<file path="config.mk">
export PLATFORM = sky130hd
export DESIGN_NAME = seq_addsub
export DESIGN_NICKNAME = d
export VERILOG_FILES = /design/src/rtl/seq_addsub.sv
export SDC_FILE = /design/constraint.sdc
export NUM_CORES = 1
export LEC_CHECK = 0
export CELL_PAD_IN_SITES_DETAIL_PLACEMENT = 0
export CELL_PAD_IN_SITES_GLOBAL_PLACEMENT = 1
export CORE_MARGIN = 2
export CORE_UTILIZATION = 39
export DETAILED_ROUTE_END_ITERATION = 8
export PLACE_DENSITY = 0.75
export SLEW_MARGIN = 10
export SYNTH_ARGS = -nofsm -noshare
export SYNTH_HDL_FRONTEND = slang
export SYNTH_SLANG_ARGS = --single-unit
</file>
<file path="constraint.sdc">
create_clock -name clk -period 4.2 [get_ports clk]
set_clock_uncertainty 0.2 [all_clocks]
set_input_delay 0.84 -clock clk [delete_from_list [all_inputs] [get_ports clk]]
set_output_delay 0.84 -clock clk [all_outputs]
set_load 0.05 [all_outputs]
</file>
<file path="src/rtl/seq_addsub.sv">
// Chunk-serial adder/subtractor: adds CHUNK bits per cycle over NCH cycles,
// then publishes the result, carry-out and signed overflow on the completion edge.
module seq_addsub #(
    parameter int WIDTH = 8,
    parameter int CHUNK = 4
) (
    input  logic             clk,
    input  logic             rst_n,
    input  logic             start,
    input  logic             mode,
    input  logic             cin,
    input  logic [WIDTH-1:0] in1,
    input  logic [WIDTH-1:0] in2,
    output logic             busy,
    output logic             done,
    output logic [WIDTH-1:0] S,
    output logic             Cout,
    output logic             ovf
);

    localparam int NCH   = WIDTH / CHUNK;
    localparam int CNT_W = (NCH > 1) ? $clog2(NCH) : 1;

    typedef enum logic [1:0] {
        IDLE = 2'd0,
        RUN  = 2'd1,
        DONE = 2'd2
    } state_t;

    state_t             state_q, state_d;
    logic [WIDTH-1:0]   a_q, a_d;
    logic [WIDTH-1:0]   b_q, b_d;
    logic [WIDTH-1:0]   res_q, res_d;
    logic               carry_q, carry_d;
    logic [CNT_W-1:0]   cnt_q, cnt_d;
    logic [WIDTH-1:0]   s_q, s_d;
    logic               cout_q, cout_d;
    logic               ovf_q, ovf_d;
    logic               busy_q, busy_d;
    logic               done_q, done_d;

    logic [CHUNK-1:0]   a_ch, b_ch, sum_ch;
    logic               c_out;
    int                 k;

    always_comb begin
        state_d = state_q;
        a_d     = a_q;
        b_d     = b_q;
        res_d   = res_q;
        carry_d = carry_q;
        cnt_d   = cnt_q;
        s_d     = s_q;
        cout_d  = cout_q;
        ovf_d   = ovf_q;
        a_ch    = '0;
        b_ch    = '0;
        sum_ch  = '0;
        c_out   = 1'b0;
        k       = int'(cnt_q);

        case (state_q)
            IDLE, DONE: begin
                if (start) begin
                    // mode and cin are folded into the inverted operand and the initial carry
                    a_d     = in1;
                    b_d     = in2 ^ {WIDTH{mode}};
                    carry_d = cin ^ mode;
                    cnt_d   = '0;
                    state_d = RUN;
                end else begin
                    state_d = IDLE;
                end
            end
            RUN: begin
                a_ch = a_q[k*CHUNK +: CHUNK];
                b_ch = b_q[k*CHUNK +: CHUNK];
                {c_out, sum_ch} = {1'b0, a_ch} + {1'b0, b_ch} + {{CHUNK{1'b0}}, carry_q};
                res_d[k*CHUNK +: CHUNK] = sum_ch;
                carry_d = c_out;
                cnt_d   = cnt_q + CNT_W'(1);
                if (cnt_q == CNT_W'(NCH - 1)) begin
                    s_d     = res_d;
                    cout_d  = c_out;
                    // carry into the MSB is recovered from the MSB sum bit and its operands
                    ovf_d   = (sum_ch[CHUNK-1] ^ a_ch[CHUNK-1] ^ b_ch[CHUNK-1]) ^ c_out;
                    cnt_d   = '0;
                    state_d = DONE;
                end
            end
            default: state_d = IDLE;
        endcase

        busy_d = (state_d == RUN);
        done_d = (state_d == DONE);
    end

    always_ff @(posedge clk or negedge rst_n) begin
        if (!rst_n) begin
            state_q <= IDLE;
            a_q     <= '0;
            b_q     <= '0;
            res_q   <= '0;
            carry_q <= 1'b0;
            cnt_q   <= '0;
            s_q     <= '0;
            cout_q  <= 1'b0;
            ovf_q   <= 1'b0;
            busy_q  <= 1'b0;
            done_q  <= 1'b0;
        end else begin
            state_q <= state_d;
            a_q     <= a_d;
            b_q     <= b_d;
            res_q   <= res_d;
            carry_q <= carry_d;
            cnt_q   <= cnt_d;
            s_q     <= s_d;
            cout_q  <= cout_d;
            ovf_q   <= ovf_d;
            busy_q  <= busy_d;
            done_q  <= done_d;
        end
    end

    assign busy = busy_q;
    assign done = done_q;
    assign S    = s_q;
    assign Cout = cout_q;
    assign ovf  = ovf_q;

endmodule

</file>
## After elaboration in Yosys (flattened, before gate mapping)

Cells that the tools add are included.

- Register bits: 40
- Bits of input ports: 21
- Output and inout port bits: 12
- Word-level logic and storage cells: 44

- Add/subtract/negate cells: 4
- Equality and inequality tests: 5
- Shifts and indexed selects: 4
- Mux-type cells: 9
- Bitwise operators: 5
- Reduce and logical (&&, ||, !) cells: 6

Operators by type and width:

| kind | count |
|---|---|
| $neg A3 Y33 | 1 |
| $shift A4 B33 Y8 const A | 1 |
| $shiftx A4 B33 Y8 | 1 |
| $shiftx A8 B4 Y4 | 2 |
| $bwmux W8 | 1 |
| $xor A8 B8 Y8 | 1 |
| $reduce_and A2 Y1 | 3 |
| $add A4 B4 Y5 | 1 |
| $add A5 B1 Y5 | 1 |
| $eq A2 B1 Y1 const B | 2 |
| $eq A2 B2 Y1 const B | 2 |
| $mux W1 | 4 |
| $pmux W1 S2 | 2 |
| $pmux W2 S2 | 1 |
| $xor A1 B1 Y1 | 4 |
| $logic_not A2 Y1 | 1 |
| $mux W2 | 1 |
| $ne A2 B2 Y1 const B | 1 |
| $reduce_bool A2 Y1 | 1 |
| $reduce_or A2 Y1 | 1 |
| $add A1 B1 Y1 const B | 1 |

## Logic depth before layout (Yosys ltp)

- Depth after elaboration: 6
- Mapped depth: 9
- Gate-level depth less buffers: 8

## Worst setup path before layout

OpenSTA, ideal clock, no wires.

- Kind: register to register
- From: register cnt_q
- To: register ovf_q (netlist: ovf)
- Library setup time: 0.125 ns
- Arrival: 2.644 ns
- Required time: 3.875 ns
- Setup slack: 1.232 ns
- Stages on the path, launching flop included: 10
- Cells stage by stage: dfrtp_1 > buf_2 > mux2_2 > fa_1 > fa_1 > a21o_1 > a21oi_1 > xnor2_1 > xnor2_1 > mux2_2

- Word-level cells in the longest chain between the ends: 6
- Elaborated cells on any way between the ends: 8

RTL lines:

| element | RTL line | source |
|---|---|---|
| from (decl) | 35 | `logic [CNT_W-1:0] cnt_q, cnt_d;` |
| from (signal assigned) | 117 | `cnt_q <= cnt_d;` |
| $shiftx A8 B4 Y4, on equally long branches | 76, 77 |  |
| $add A4 B4 Y5 | 78 | `{c_out, sum_ch} = {1'b0, a_ch} + {1'b0, b_ch} + {{CHUNK{1'b0}}, carry_q};` |
| $add A5 B1 Y5 | 78 |  |
| $xor A1 B1 Y1 (3 in a row) | 86 | `ovf_d = (sum_ch[CHUNK-1] ^ a_ch[CHUNK-1] ^ b_ch[CHUNK-1]) ^ c_out;` |
| to (signal assigned) | 120 | `ovf_q <= ovf_d;` |
| to (decl) | 38 | `logic ovf_q, ovf_d;` |

Several ways; a longest one is shown, not always the timed one.
A chain may end at the register's enable or synchronous reset.

## Worst setup path in the final report

Ends and elaborated chain as after synthesis.

==> summary.txt <==
Global route
  – Met1 Resource Use GR: 0.170
  – First-pass GRT wire length: 5090 um
  – Met2 GRT Util: 0.266
  – Largest net degree at the start of global routing: 37
  – Initial antenna violation count: 0
  – Grt met3 use: 0.0487
  – GRT busiest layer: met2
  – Global route overflow: 0
  – GR Util All Layers: 0.148
  – Vias in the first global route: 1,116

Layout
  – NumNets Final: 209
  – Util after Layout: 0.519
  – Ant. Diodes: 0
  – Fillers: 383
  – Area Overhead vs Synth: 27.7%
  – Share of layout cells above drive strength 1: 0.136

Critical path
  – CP arrival: 3.15 ns
  – CP Cell Sequence: mux2_2 > fa_1 > fa_1 > a21o_1 > a21oi_1 > xnor2_1 > xnor2_1 > mux2_2
  – Worst setup path class: reg2reg
  – Critical-path top delay cell: dfrtp_1
  – CP delay by family, top: adder cells
  – Worst reg2reg path startpoint: cnt_q
  – Crit. Startpoint: cnt_q
  – Worst Reg-to-Reg Cells: 8
  – CP Buf/Inv Count: 0
  – Largest fanout on the critical path: 12
  – Worst path max stage delay: 0.63 ns
  – Crit end category: register
  – Critical path depth: 8
  – Critical Path RT: 4.17 ns
  – Worst Setup Start Kind: register

Clock network
  – TritonCTS buffer count: 5
  – Worst skew pair latency: 0.28 ns
  – Hold_buf cts: 0
  – H-Tree Depth: 2
  – CTS tree: yes
  – Clock root buffer: clkbuf_8
  – Clock Tree Buf Depth: 2
  – Post-CTS setup repair buffer count: 0
  – Clock-pin slew on the worst setup and hold paths: 0.07 ns
  – Clock Sinks: 36
  – Resize count post-CTS: 0

Route
  – Routed length per placed instance: 12.8 um
  – Drt via density: 4.81
  – First-pass DRT Iterations: 4
  – First-iteration detailed-routing DRC count: 80
  – DRC violation count after routing: 0
  – ANT nets after route: 0
  – Vias: 1,125
  – Drt total wl: 3010 um

Die
  – DIE WIDTH: 68.8 um
  – Full die area: 4730 um^2
  – CORE AREA: 4030 um^2
  – # IOs: 33
  – Die Span Y: 68.8 um
  – Initial Util: 0.407
  – Num rows: 23

Placed design
  – Routability congestion estimate: 0.799
  – Pre-CTS setup slack: 1.02 ns
  – Port bufs: 32
  – DP HPWL: 2260 um

Timing
  – Unrepaired setup endpoints after global routing: no
  – Tightest Pin Transition: 0.975 ns
  – Worst setup margin: 1.02 ns
  – Tmin final: 3.18 ns
  – Endpoints failing hold: 0
  – Setup violations, final: 0
  – Max Slew Vio Count: 0
  – Setup TNS Final: 0 ns
  – Period utilisation layout: 0.758
  – Fmax: 314 MHz
  – Slew margin rel.: 0.350

Flow run
  – Max_cap viols: 0

Power
  – Lkg Pwr: 0.964 nW
  – Seq pwr share: 0.323
  – Int Power: 1.11 mW
  – Clock network fraction of total power: 0.130
  – Combinational share of power: 0.548
  – Sw Share: 0.420
  – Max VDD drop: 0.324 mV
  – NetSw: 0.805 mW
  – Pwr Density: 917 nW/um^2

Logic synthesis
  – Async set or reset register ratio after synthesis: 1.00
  – Sequential cell area fraction in the yosys report: 0.550
  – Post-synth EDFFs: 0
  – Cell variety after synth: 18
  – Synth warn: 0
  – Post-Syn Area: 1640 um^2
  – Most frequent cell after synthesis: nand2_1
  – Commonest cells in the netlist: 42 x nand2_1, 36 x dfrtp_1, 15 x mux2_2
  – Dominant synthesized flop cell: dfrtp_1
  – Yosys reg bits: 36
  – Area contributors post-synth: dfrtp_1 55%, mux2_2 10%, nand2_1 9.6%
  – Post-synth top area share: 0.550
  – Mapped Cells: 150
  – Mapped Nets: 176
  – Post-synth top area cell: dfrtp_1
  – Synth Area per Inst: 10.9 um^2

Status
  – Outcome: finished, final reports clean

Worst hold path
  – Worst Min Path Start: res_q[3]
  – Worst hold path cell count: 2
  – Min-delay worst type: reg2reg
## final cells by class
type / count / area, um^2 / share of cell area
Tap cell: 50 / 62.6 / 0.0299
Clock buffer: 8 / 90.1 / 0.0431
Timing Repair Buffer: 33 / 328 / 0.157
Sequential cell: 36 / 901 / 0.431
Inverter: 2 / 7.51 / 0.00359
Multi-Input combinational cell: 105 / 702 / 0.336
## logic make-up (layout without fill, tap and decap cells)
logic type | Yosys count | in the layout | share of synthesized area
AO/OA/AOI/OAI | 17 | 17 | 0.0565
AND/OR/NAND/NOR | 52 | 52 | 0.128
XOR/XNOR | 14 | 14 | 0.0749
buffers and inverters | 9 | 43 | 0.0214
flip-flops | 36 | 36 | 0.550
adder cells (fa/ha/maj) | 5 | 5 | 0.0474
multiplexers | 17 | 17 | 0.121
## sequential cells by signal, summed over array words and instances, names as in the netlist
register	count
ovf	1
done	1
S	8
carry_q	1
busy	1
state_q	2
res_q	4
cnt_q	1
Cout	1
b_q	8
a_q	8
## layer usage
metal / share of wire / up-vias
met5: 0 / -
met4: 0.0090 / 0
met3: 0.042 / 2
met2: 0.52 / 26
met1: 0.43 / 551
li1: - / 546
## layout by cell type, fill, tap and decap left out, drive strengths merged, types with 3 or more instances in the layout
master,n
nor2,4
xnor2,11
a21oi,3
nand2,42
dfrtp,36
a21o,3
ha,3
xor2,3
o21ai,11
clkbuf,8
clkdlybuf4s50,32
mux2,17
nor2b,4
## power by group through the flow
stage	registers [mW]	clock network (mW)	logic, mW
2_1_floorplan	0.769	0	0.642
3_3_place_gp	0.620	0	1.03
3_5_place_dp	0.631	0	1.06
4_1_cts	0.624	0.255	1.07
5_1_grt	0.641	0.269	1.18
6_report	0.619	0.249	1.05
## final timing paths
kind	slack, ns	endpoint
hold / removal	0.27	S[3]
setup / recovery	1.02	ovf
hold reg to reg	0.27	S[3]
min in group asynchronous	0.77	S[5]
max in group asynchronous	2.70	done
setup reg to reg	1.02	ovf
## stage by stage
step / hold WS (ns) / cells / power (mW) / area (um^2)
2_1_floorplan: 0.239 / 150 / 1.41 / 1640
3_3_place_gp: 0.253 / 226 / 1.65 / 2000
3_5_place_dp: 0.257 / 226 / 1.69 / 2000
4_1_cts: 0.274 / 234 / 1.94 / 2090
5_1_grt: 0.293 / 234 / 2.09 / 2090
6_report: 0.269 / 234 / 1.92 / 2090
## worst min-delay path: cells and delay by family, from the launching register on
family / cells / cell delay, ns
flops: 1 / 0.34
simple gates: 2 / 0.10
No activity file was read; power rests on OpenSTA's default activity.
